--- src/rtl/mem_stage_if.sv ---
// Bundles the EX/MEM inputs, data-memory response and MEM/WB outputs of mem_stage.
// Latency: none; this is a plain signal bundle.
// Backpressure: ready is driven by the stage back toward the upstream pipeline.
interface mem_stage_if;
  logic [31:0] PC_EX;
  logic [31:0] IR_EX;
  logic [4:0]  rd_addr_EX;
  logic [31:0] rd_data_EX;
  logic        rd_access_EX;
  logic [2:0]  MEM_op_EX;
  logic        dmem_access_EX;
  logic        illegal_inst_EX;
  logic        misaligned_addr_EX;
  logic [31:0] dmem_din;
  logic        dmem_valid;
  logic        ready;
  logic [31:0] PC_MEM;
  logic [31:0] IR_MEM;
  logic [4:0]  rd_addr_MEM;
  logic [31:0] rd_data_MEM;
  logic        rd_access_MEM;
  logic        exception_MEM;
  logic [3:0]  cause_MEM;

  // Pipeline / memory side: drives EX/MEM contents and memory response.
  modport master (
    output PC_EX, IR_EX, rd_addr_EX, rd_data_EX, rd_access_EX, MEM_op_EX,
           dmem_access_EX, illegal_inst_EX, misaligned_addr_EX, dmem_din, dmem_valid,
    input  ready, PC_MEM, IR_MEM, rd_addr_MEM, rd_data_MEM, rd_access_MEM,
           exception_MEM, cause_MEM
  );

  // The memory stage itself.
  modport slave (
    input  PC_EX, IR_EX, rd_addr_EX, rd_data_EX, rd_access_EX, MEM_op_EX,
           dmem_access_EX, illegal_inst_EX, misaligned_addr_EX, dmem_din, dmem_valid,
    output ready, PC_MEM, IR_MEM, rd_addr_MEM, rd_data_MEM, rd_access_MEM,
           exception_MEM, cause_MEM
  );
endinterface

--- src/rtl/mem_stage.sv ---
// Memory-access stage: formats load data, waits on dmem_valid, raises prioritised faults.
// Latency: 1 cycle EX/MEM -> MEM/WB; each cycle without dmem_valid adds one stall cycle.
// Backpressure: ready=0 (combinational) stalls upstream until response or TIMEOUT.
module mem_stage #(
  parameter int TIMEOUT = 16
) (
  input logic        clk,
  input logic        reset,
  input logic        clear,
  mem_stage_if.slave bus
);
  localparam logic [2:0] MEM_LB  = 3'd0;
  localparam logic [2:0] MEM_LH  = 3'd1;
  localparam logic [2:0] MEM_LW  = 3'd2;
  localparam logic [2:0] MEM_LBU = 3'd3;
  localparam logic [2:0] MEM_LHU = 3'd4;

  typedef enum logic {RUN, WAIT} state_t;

  state_t      state;
  logic [7:0]  cnt;
  logic        is_load;
  logic        fault;
  logic        mem_instr;
  logic        cnt_done;
  logic        timeout;
  logic        ready_c;
  logic [7:0]  sel_byte;
  logic [15:0] sel_half;
  logic [31:0] wb_data;

  // Classify the instruction and decide whether the stage can complete this cycle.
  always_comb begin
    is_load   = (bus.MEM_op_EX == MEM_LB)  || (bus.MEM_op_EX == MEM_LH) ||
                (bus.MEM_op_EX == MEM_LW)  || (bus.MEM_op_EX == MEM_LBU) ||
                (bus.MEM_op_EX == MEM_LHU);
    fault     = bus.illegal_inst_EX || bus.misaligned_addr_EX;
    // Faulted instructions never touch the memory handshake.
    mem_instr = bus.dmem_access_EX && !fault;
    cnt_done  = (cnt == 8'(TIMEOUT));
    // A response in the same cycle as the last count wins over the timeout.
    timeout   = (state == WAIT) && !bus.dmem_valid && cnt_done;
    if (state == RUN) ready_c = !mem_instr || bus.dmem_valid;
    else              ready_c = bus.dmem_valid || cnt_done;
  end

  // Extract the addressed byte / halfword from the word-aligned read data.
  always_comb begin
    sel_byte = bus.dmem_din[7:0];
    sel_half = bus.dmem_din[15:0];
    case (bus.rd_data_EX[1:0])
      2'd0: begin sel_byte = bus.dmem_din[7:0];   sel_half = bus.dmem_din[15:0];  end
      2'd1: begin sel_byte = bus.dmem_din[15:8];  sel_half = bus.dmem_din[23:8];  end
      2'd2: begin sel_byte = bus.dmem_din[23:16]; sel_half = bus.dmem_din[31:16]; end
      default: begin
        // off 3 halfword is misaligned and faults upstream; value is don't-care.
        sel_byte = bus.dmem_din[31:24];
        sel_half = {8'h00, bus.dmem_din[31:24]};
      end
    endcase
    wb_data = bus.rd_data_EX;
    if (mem_instr && is_load) begin
      case (bus.MEM_op_EX)
        MEM_LB:  wb_data = {{24{sel_byte[7]}}, sel_byte};
        MEM_LBU: wb_data = {24'h000000, sel_byte};
        MEM_LH:  wb_data = {{16{sel_half[15]}}, sel_half};
        MEM_LHU: wb_data = {16'h0000, sel_half};
        default: wb_data = bus.dmem_din;
      endcase
    end
  end

  assign bus.ready = ready_c;

  // Wait FSM and MEM/WB registers; registers load only when the stage completes.
  always_ff @(posedge clk) begin
    if (reset || clear) begin
      state             <= RUN;
      cnt               <= 8'd0;
      bus.PC_MEM        <= 32'd0;
      bus.IR_MEM        <= 32'd0;
      bus.rd_addr_MEM   <= 5'd0;
      bus.rd_data_MEM   <= 32'd0;
      bus.rd_access_MEM <= 1'b0;
      bus.exception_MEM <= 1'b0;
      bus.cause_MEM     <= 4'd0;
    end else begin
      if (ready_c) begin
        bus.PC_MEM      <= bus.PC_EX;
        bus.IR_MEM      <= bus.IR_EX;
        bus.rd_addr_MEM <= bus.rd_addr_EX;
        bus.rd_data_MEM <= wb_data;
        if (bus.illegal_inst_EX) begin
          bus.rd_access_MEM <= 1'b0;
          bus.exception_MEM <= 1'b1;
          bus.cause_MEM     <= 4'd2;
        end else if (bus.misaligned_addr_EX) begin
          bus.rd_access_MEM <= 1'b0;
          bus.exception_MEM <= 1'b1;
          bus.cause_MEM     <= is_load ? 4'd4 : 4'd6;
        end else if (timeout) begin
          bus.rd_access_MEM <= 1'b0;
          bus.exception_MEM <= 1'b1;
          bus.cause_MEM     <= is_load ? 4'd5 : 4'd7;
        end else begin
          bus.rd_access_MEM <= bus.rd_access_EX;
          bus.exception_MEM <= 1'b0;
          bus.cause_MEM     <= 4'd0;
        end
      end
      case (state)
        RUN: begin
          if (mem_instr && !bus.dmem_valid) begin
            state <= WAIT;
            cnt   <= 8'd1;
          end
        end
        default: begin
          if (ready_c) begin
            state <= RUN;
            cnt   <= 8'd0;
          end else begin
            cnt <= cnt + 8'd1;
          end
        end
      endcase
    end
  end
endmodule

--- src/flat_wrapper.sv ---
// flat-port wrapper written by rule: the top's interface ports become plain ports
module mem_stage_flat 
#(
  parameter int TIMEOUT = 16
)
  (clk, reset, clear, bus_PC_EX, bus_IR_EX, bus_rd_addr_EX, bus_rd_data_EX, bus_rd_access_EX, bus_MEM_op_EX, bus_dmem_access_EX, bus_illegal_inst_EX, bus_misaligned_addr_EX, bus_dmem_din, bus_dmem_valid, bus_ready, bus_PC_MEM, bus_IR_MEM, bus_rd_addr_MEM, bus_rd_data_MEM, bus_rd_access_MEM, bus_exception_MEM, bus_cause_MEM);
  mem_stage_if bus_i ();
  input logic clk;
  input logic reset;
  input logic clear;
  input wire logic [$bits(bus_i.PC_EX)-1:0] bus_PC_EX;
  input wire logic [$bits(bus_i.IR_EX)-1:0] bus_IR_EX;
  input wire logic [$bits(bus_i.rd_addr_EX)-1:0] bus_rd_addr_EX;
  input wire logic [$bits(bus_i.rd_data_EX)-1:0] bus_rd_data_EX;
  input wire logic [$bits(bus_i.rd_access_EX)-1:0] bus_rd_access_EX;
  input wire logic [$bits(bus_i.MEM_op_EX)-1:0] bus_MEM_op_EX;
  input wire logic [$bits(bus_i.dmem_access_EX)-1:0] bus_dmem_access_EX;
  input wire logic [$bits(bus_i.illegal_inst_EX)-1:0] bus_illegal_inst_EX;
  input wire logic [$bits(bus_i.misaligned_addr_EX)-1:0] bus_misaligned_addr_EX;
  input wire logic [$bits(bus_i.dmem_din)-1:0] bus_dmem_din;
  input wire logic [$bits(bus_i.dmem_valid)-1:0] bus_dmem_valid;
  output wire logic [$bits(bus_i.ready)-1:0] bus_ready;
  output wire logic [$bits(bus_i.PC_MEM)-1:0] bus_PC_MEM;
  output wire logic [$bits(bus_i.IR_MEM)-1:0] bus_IR_MEM;
  output wire logic [$bits(bus_i.rd_addr_MEM)-1:0] bus_rd_addr_MEM;
  output wire logic [$bits(bus_i.rd_data_MEM)-1:0] bus_rd_data_MEM;
  output wire logic [$bits(bus_i.rd_access_MEM)-1:0] bus_rd_access_MEM;
  output wire logic [$bits(bus_i.exception_MEM)-1:0] bus_exception_MEM;
  output wire logic [$bits(bus_i.cause_MEM)-1:0] bus_cause_MEM;
  assign bus_i.PC_EX = bus_PC_EX;
  assign bus_i.IR_EX = bus_IR_EX;
  assign bus_i.rd_addr_EX = bus_rd_addr_EX;
  assign bus_i.rd_data_EX = bus_rd_data_EX;
  assign bus_i.rd_access_EX = bus_rd_access_EX;
  assign bus_i.MEM_op_EX = bus_MEM_op_EX;
  assign bus_i.dmem_access_EX = bus_dmem_access_EX;
  assign bus_i.illegal_inst_EX = bus_illegal_inst_EX;
  assign bus_i.misaligned_addr_EX = bus_misaligned_addr_EX;
  assign bus_i.dmem_din = bus_dmem_din;
  assign bus_i.dmem_valid = bus_dmem_valid;
  assign bus_ready = bus_i.ready;
  assign bus_PC_MEM = bus_i.PC_MEM;
  assign bus_IR_MEM = bus_i.IR_MEM;
  assign bus_rd_addr_MEM = bus_i.rd_addr_MEM;
  assign bus_rd_data_MEM = bus_i.rd_data_MEM;
  assign bus_rd_access_MEM = bus_i.rd_access_MEM;
  assign bus_exception_MEM = bus_i.exception_MEM;
  assign bus_cause_MEM = bus_i.cause_MEM;
  mem_stage #(.TIMEOUT(TIMEOUT)) u_core (.clk(clk), .reset(reset), .clear(clear), .bus(bus_i));
endmodule
--- config.mk ---
export PLATFORM = sky130hd
export DESIGN_NAME = mem_stage_flat
export DESIGN_NICKNAME = d
export VERILOG_FILES = /design/src/rtl/mem_stage_if.sv /design/src/rtl/mem_stage.sv /design/src/flat_wrapper.sv
export SDC_FILE = /design/constraint.sdc
export NUM_CORES = 1
export LEC_CHECK = 0
export CAP_MARGIN = 20
export CORE_UTILIZATION = 37
export DETAILED_ROUTE_END_ITERATION = 8
export PLACE_DENSITY = 0.77
export SETUP_SLACK_MARGIN = 0.1
export SYNTH_ARGS = -nofsm -noshare
export SYNTH_HDL_FRONTEND = slang
export SYNTH_SLANG_ARGS = --single-unit
--- constraint.sdc ---
create_clock -name clk -period 1.75 [get_ports clk]
set_input_delay 0.35 -clock clk [delete_from_list [all_inputs] [get_ports clk]]
set_output_delay 0.35 -clock clk [all_outputs]
set_load 0.01 [all_outputs]
==> key figures <==
Global route
  • Met3 GRT Util: 0.0665
  • Congestion Overflow GR: 0
  • Vias in the first global route: 5905
  • GRT met2 Usage: 0.477
  • First-pass GRT wire length: 30.6 mm
  • GR peak layer: met2
  • Initial antenna violation count: 0
  • Largest net degree at the start of global routing: 43
  • Tot GR Track Use: 0.275
  • Met1 GRT Util: 0.324

Synth
  • Post-synth EDFFs: 0
  • Top cell type's share of synthesized area: 0.441
  • Synth Cell Area: 5220 um2
  • Ys flop type: dfxtp_1
  • Ys async rst share: 0
  • Post-Syn Instances: 657
  • Mean post-synth cell area: 7.95 um2
  • Most numerous cell in the Yosys netlist: nand2_1
  • Yosys warnings: 0
  • Synthesized Nets: 803
  • Ranking of synthesized cells by area: dfxtp_1 (44%), nand2_1 (13%), a21oi_1 (9.8%)
  • Synth unique cells: 56
  • Register area share after synthesis: 0.441
  • Yosys reg bits: 115
  • Yosys top cell by area: dfxtp_1
  • Commonest cells post-synth: nand2_1 (179), dfxtp_1 (115), a21oi_1 (102)

Worst setup path
  • Worst-path cell chain: inv_2 > ha_4 > and4bb_2 > a21bo_4 > nand2_4 > inv_4 > buf_6
  • R2R Path Start: u_core.cnt[0]
  • Reg2Reg Depth: 9
  • Crit path max-delay family: flip-flops
  • Worst-path fanout max: 2
  • CP required: 1.40 ns
  • Slowest stage cell, crit path: dfxtp_2
  • Crit Path Category: flip-flop to output port
  • RR Endpoint: u_core.bus.rd_data_MEM[20]
  • Max stage delay on crit path: 0.33 ns
  • Buf/Inv on CP: 3
  • Worst setup SP type: flip-flop
  • Crit. End Element: output port
  • Crit path DAT: 1.64 ns
  • FF-to-FF setup slack: -0.22 ns

Placement
  • Post-DP HPWL: 13.2 mm
  • Worst slack, placed: -0.804 ns
  • Placed Cells: 1101
  • Final Wtd Congestion: 0.938
  • Port bufs: 250

Flow run
  • Max-cap violation count: 0

Floorplan
  • Die X: 121 um
  • Io pins: 252
  • Die Footprint: 14600 um2
  • Initial Utilization: 0.378
  • Row count: 43
  • Core Area: 13800 um2
  • DIE HEIGHT: 121 um

Power
  • Power share of the combinational group: 0.186
  • Clock power share: 0.465
  • VDD IR max: 0.681 mV
  • Seq pwr share: 0.349
  • Switching Fraction: 0.247
  • Leak: 0.00560 uW
  • Net switching power: 1990 uW
  • Power Density: 754 nW/um2
  • Internal cell power: 6080 uW

Final layout
  • Nets: 1129
  • Layout area overhead: 105%
  • # fillers: 848
  • Final core utilization: 0.774
  • Ant. Diodes: 0
  • FF+latch area: 2300 um2
  • Share of layout cells above drive strength 1: 0.343
  • Area of the multi-input gates: 3460 um2
  • Fin cells: 1176

Drt
  • Iter 0 DRT Violations: 408
  • DR pass1 iterations: 5
  • DR WL/cell: 20.0 um
  • Number of vias per cell: 5.46
  • DRC: 0
  • Post-route antenna net violation count: 0
  • Post-Route WL: 23.5 mm
  • Via count: 6420

Timing
  • Top achievable clock speed: 502 MHz
  • Final worst slack: -0.243 ns
  • Final hold violation count: 0
  • Hold Slack: 0.451 ns
  • Final period util: 1.14
  • Layout Skew: 0.0104 ns
  • Final Max Slew Viols: 0
  • Setup_tns: -11.95 ns
  • Final min period: 1.99 ns
  • Unrepaired setup endpoints after global routing: true
  • Final setup fails: 106

Clock network
  • H-tree levels: 4
  • CTS clock-pin slew for the worst setup and hold paths: 0.05 ns
  • Worst skew pair latency: 0.42 ns
  • Clk root buf: clkbuf_16
  • CTS sink cnt: 115
  • CTS Buf Count: 17
  • CTS Buffer Depth: 2
  • CTS tree: yes

Min path
  • HP Start: u_core.bus.rd_data_MEM[5]
  • Hold depth: 2
  • Tightest Hold Check Type: flip-flop to flip-flop
  • Hold Path Sink: u_core.bus.rd_data_MEM[5]

Status
  • Status: finished, violations left
  • Failing checks: setup timing
==> flip-flops by register name (all words and copies together), names as in the netlist <==
signal and count:
u_core.bus.IR_MEM 32, u_core.bus.PC_MEM 32, u_core.bus.cause_MEM 3, u_core.bus.exception_MEM 1, u_core.bus.rd_access_MEM 1, u_core.bus.rd_addr_MEM 5
u_core.bus.rd_data_MEM 32, u_core.cnt 8, u_core.state 1
==> power by group through the flow <==
| stage | registers [uW] | clock network (uW) | logic, uW |
|---|---|---|---|
| CTS | 2790 | 3750 | 1350 |
| detailed placement | 2840 | 0 | 1230 |
| floorplan | 2890 | 0 | 428 |
| global placement | 2840 | 0 | 1220 |
| global route | 2820 | 3910 | 1570 |
| finish | 2810 | 3760 | 1500 |
==> layout by cell type, fill, tap and decap left out, types with 5 or more instances in the layout <==
cell type        instances
a21oi_1                 38
dlygate4sd2_1           37
dfxtp_1                113
o21ai_2                  6
nand2_1                113
clkdlybuf4s50_1        146
a21oi_2                 72
nand2_2                 36
and4_1                   7
nor2_1                  20
buf_16                  11
buf_8                    5
buf_12                  12
a2bb2oi_1                6
or4_1                    6
buf_6                   13
mux2i_1                  8
or4_4                   11
buf_4                   65
clkbuf_16               23
o211ai_1                31
dlymetal6s2s_1          66
nand2_4                 31
o21ai_0                 16
==> through the flow <==
| stage | power (uW) | cell area (um2) |
|---|---|---|
| finish | 8070 | 10700 |
| global placement | 4060 | 8330 |
| CTS | 7880 | 9700 |
| detailed placement | 4070 | 8330 |
| global route | 8310 | 10700 |
| floorplan | 3320 | 5290 |
==> metal layers <==
layer,wire length [um],part of all wire
met5,0,0
met2,11800,0.50
met4,624,0.027
met3,1740,0.074
met1,9320,0.40
==> how the worst max path moves through the flow <==
stage,start,slack [ns],endpoint,depth (start not counted)
finish,u_core.cnt[0],-0.24,bus_ready,7
global route,u_core.cnt[1],-0.29,u_core.bus.rd_data_MEM[15],9
CTS,u_core.cnt[0],-0.22,bus_ready,7
detailed placement,bus_rd_data_EX[1],-0.80,u_core.bus.rd_data_MEM[20],6
global placement,bus_rd_data_EX[1],-0.75,u_core.bus.rd_data_MEM[18],6
floorplan,u_core.cnt[1],0.03,bus_ready,8
==> logic make-up (layout without fill, tap and decap cells) <==
kind of cell / after synthesis / count (layout) / share of synthesized area
simple gates: 259 / 259 / 0.225
compound gates: 206 / 206 / 0.250
flops: 115 / 115 / 0.441
buf+inv: 62 / 401 / 0.0534
mux: 12 / 12 / 0.0249
fa+ha+maj: 2 / 2 / 0.00479
other cells: 1 / 1 / 0.000718
==> what timing repair did <==
item	4_1_cts	5_1_grt
resized for setup	129	247
endpoints found under the hold margin	0	0
cloned	12	7
buffers inserted	20	6
setup endpoints to repair	140	173
hold buffers	0	0
pin swaps	22	91
==> cell type report <==
class                      instances  share of cell area
clock buffer                      23              0.0456
clock inverter                     9              0.0140
inverter                           7             0.00269
multi-input combinational        480               0.323
sequential                       115               0.215
tap                              180              0.0211
timing repair buffer             362               0.378
==> worst min-delay path, cell delays in order (launching register included) <==
cell and delay (ns):
dfxtp_1 0.30, nand2_1 0.05, a21oi_1 0.05
Note: power is estimated with default switching activity, not from simulation.
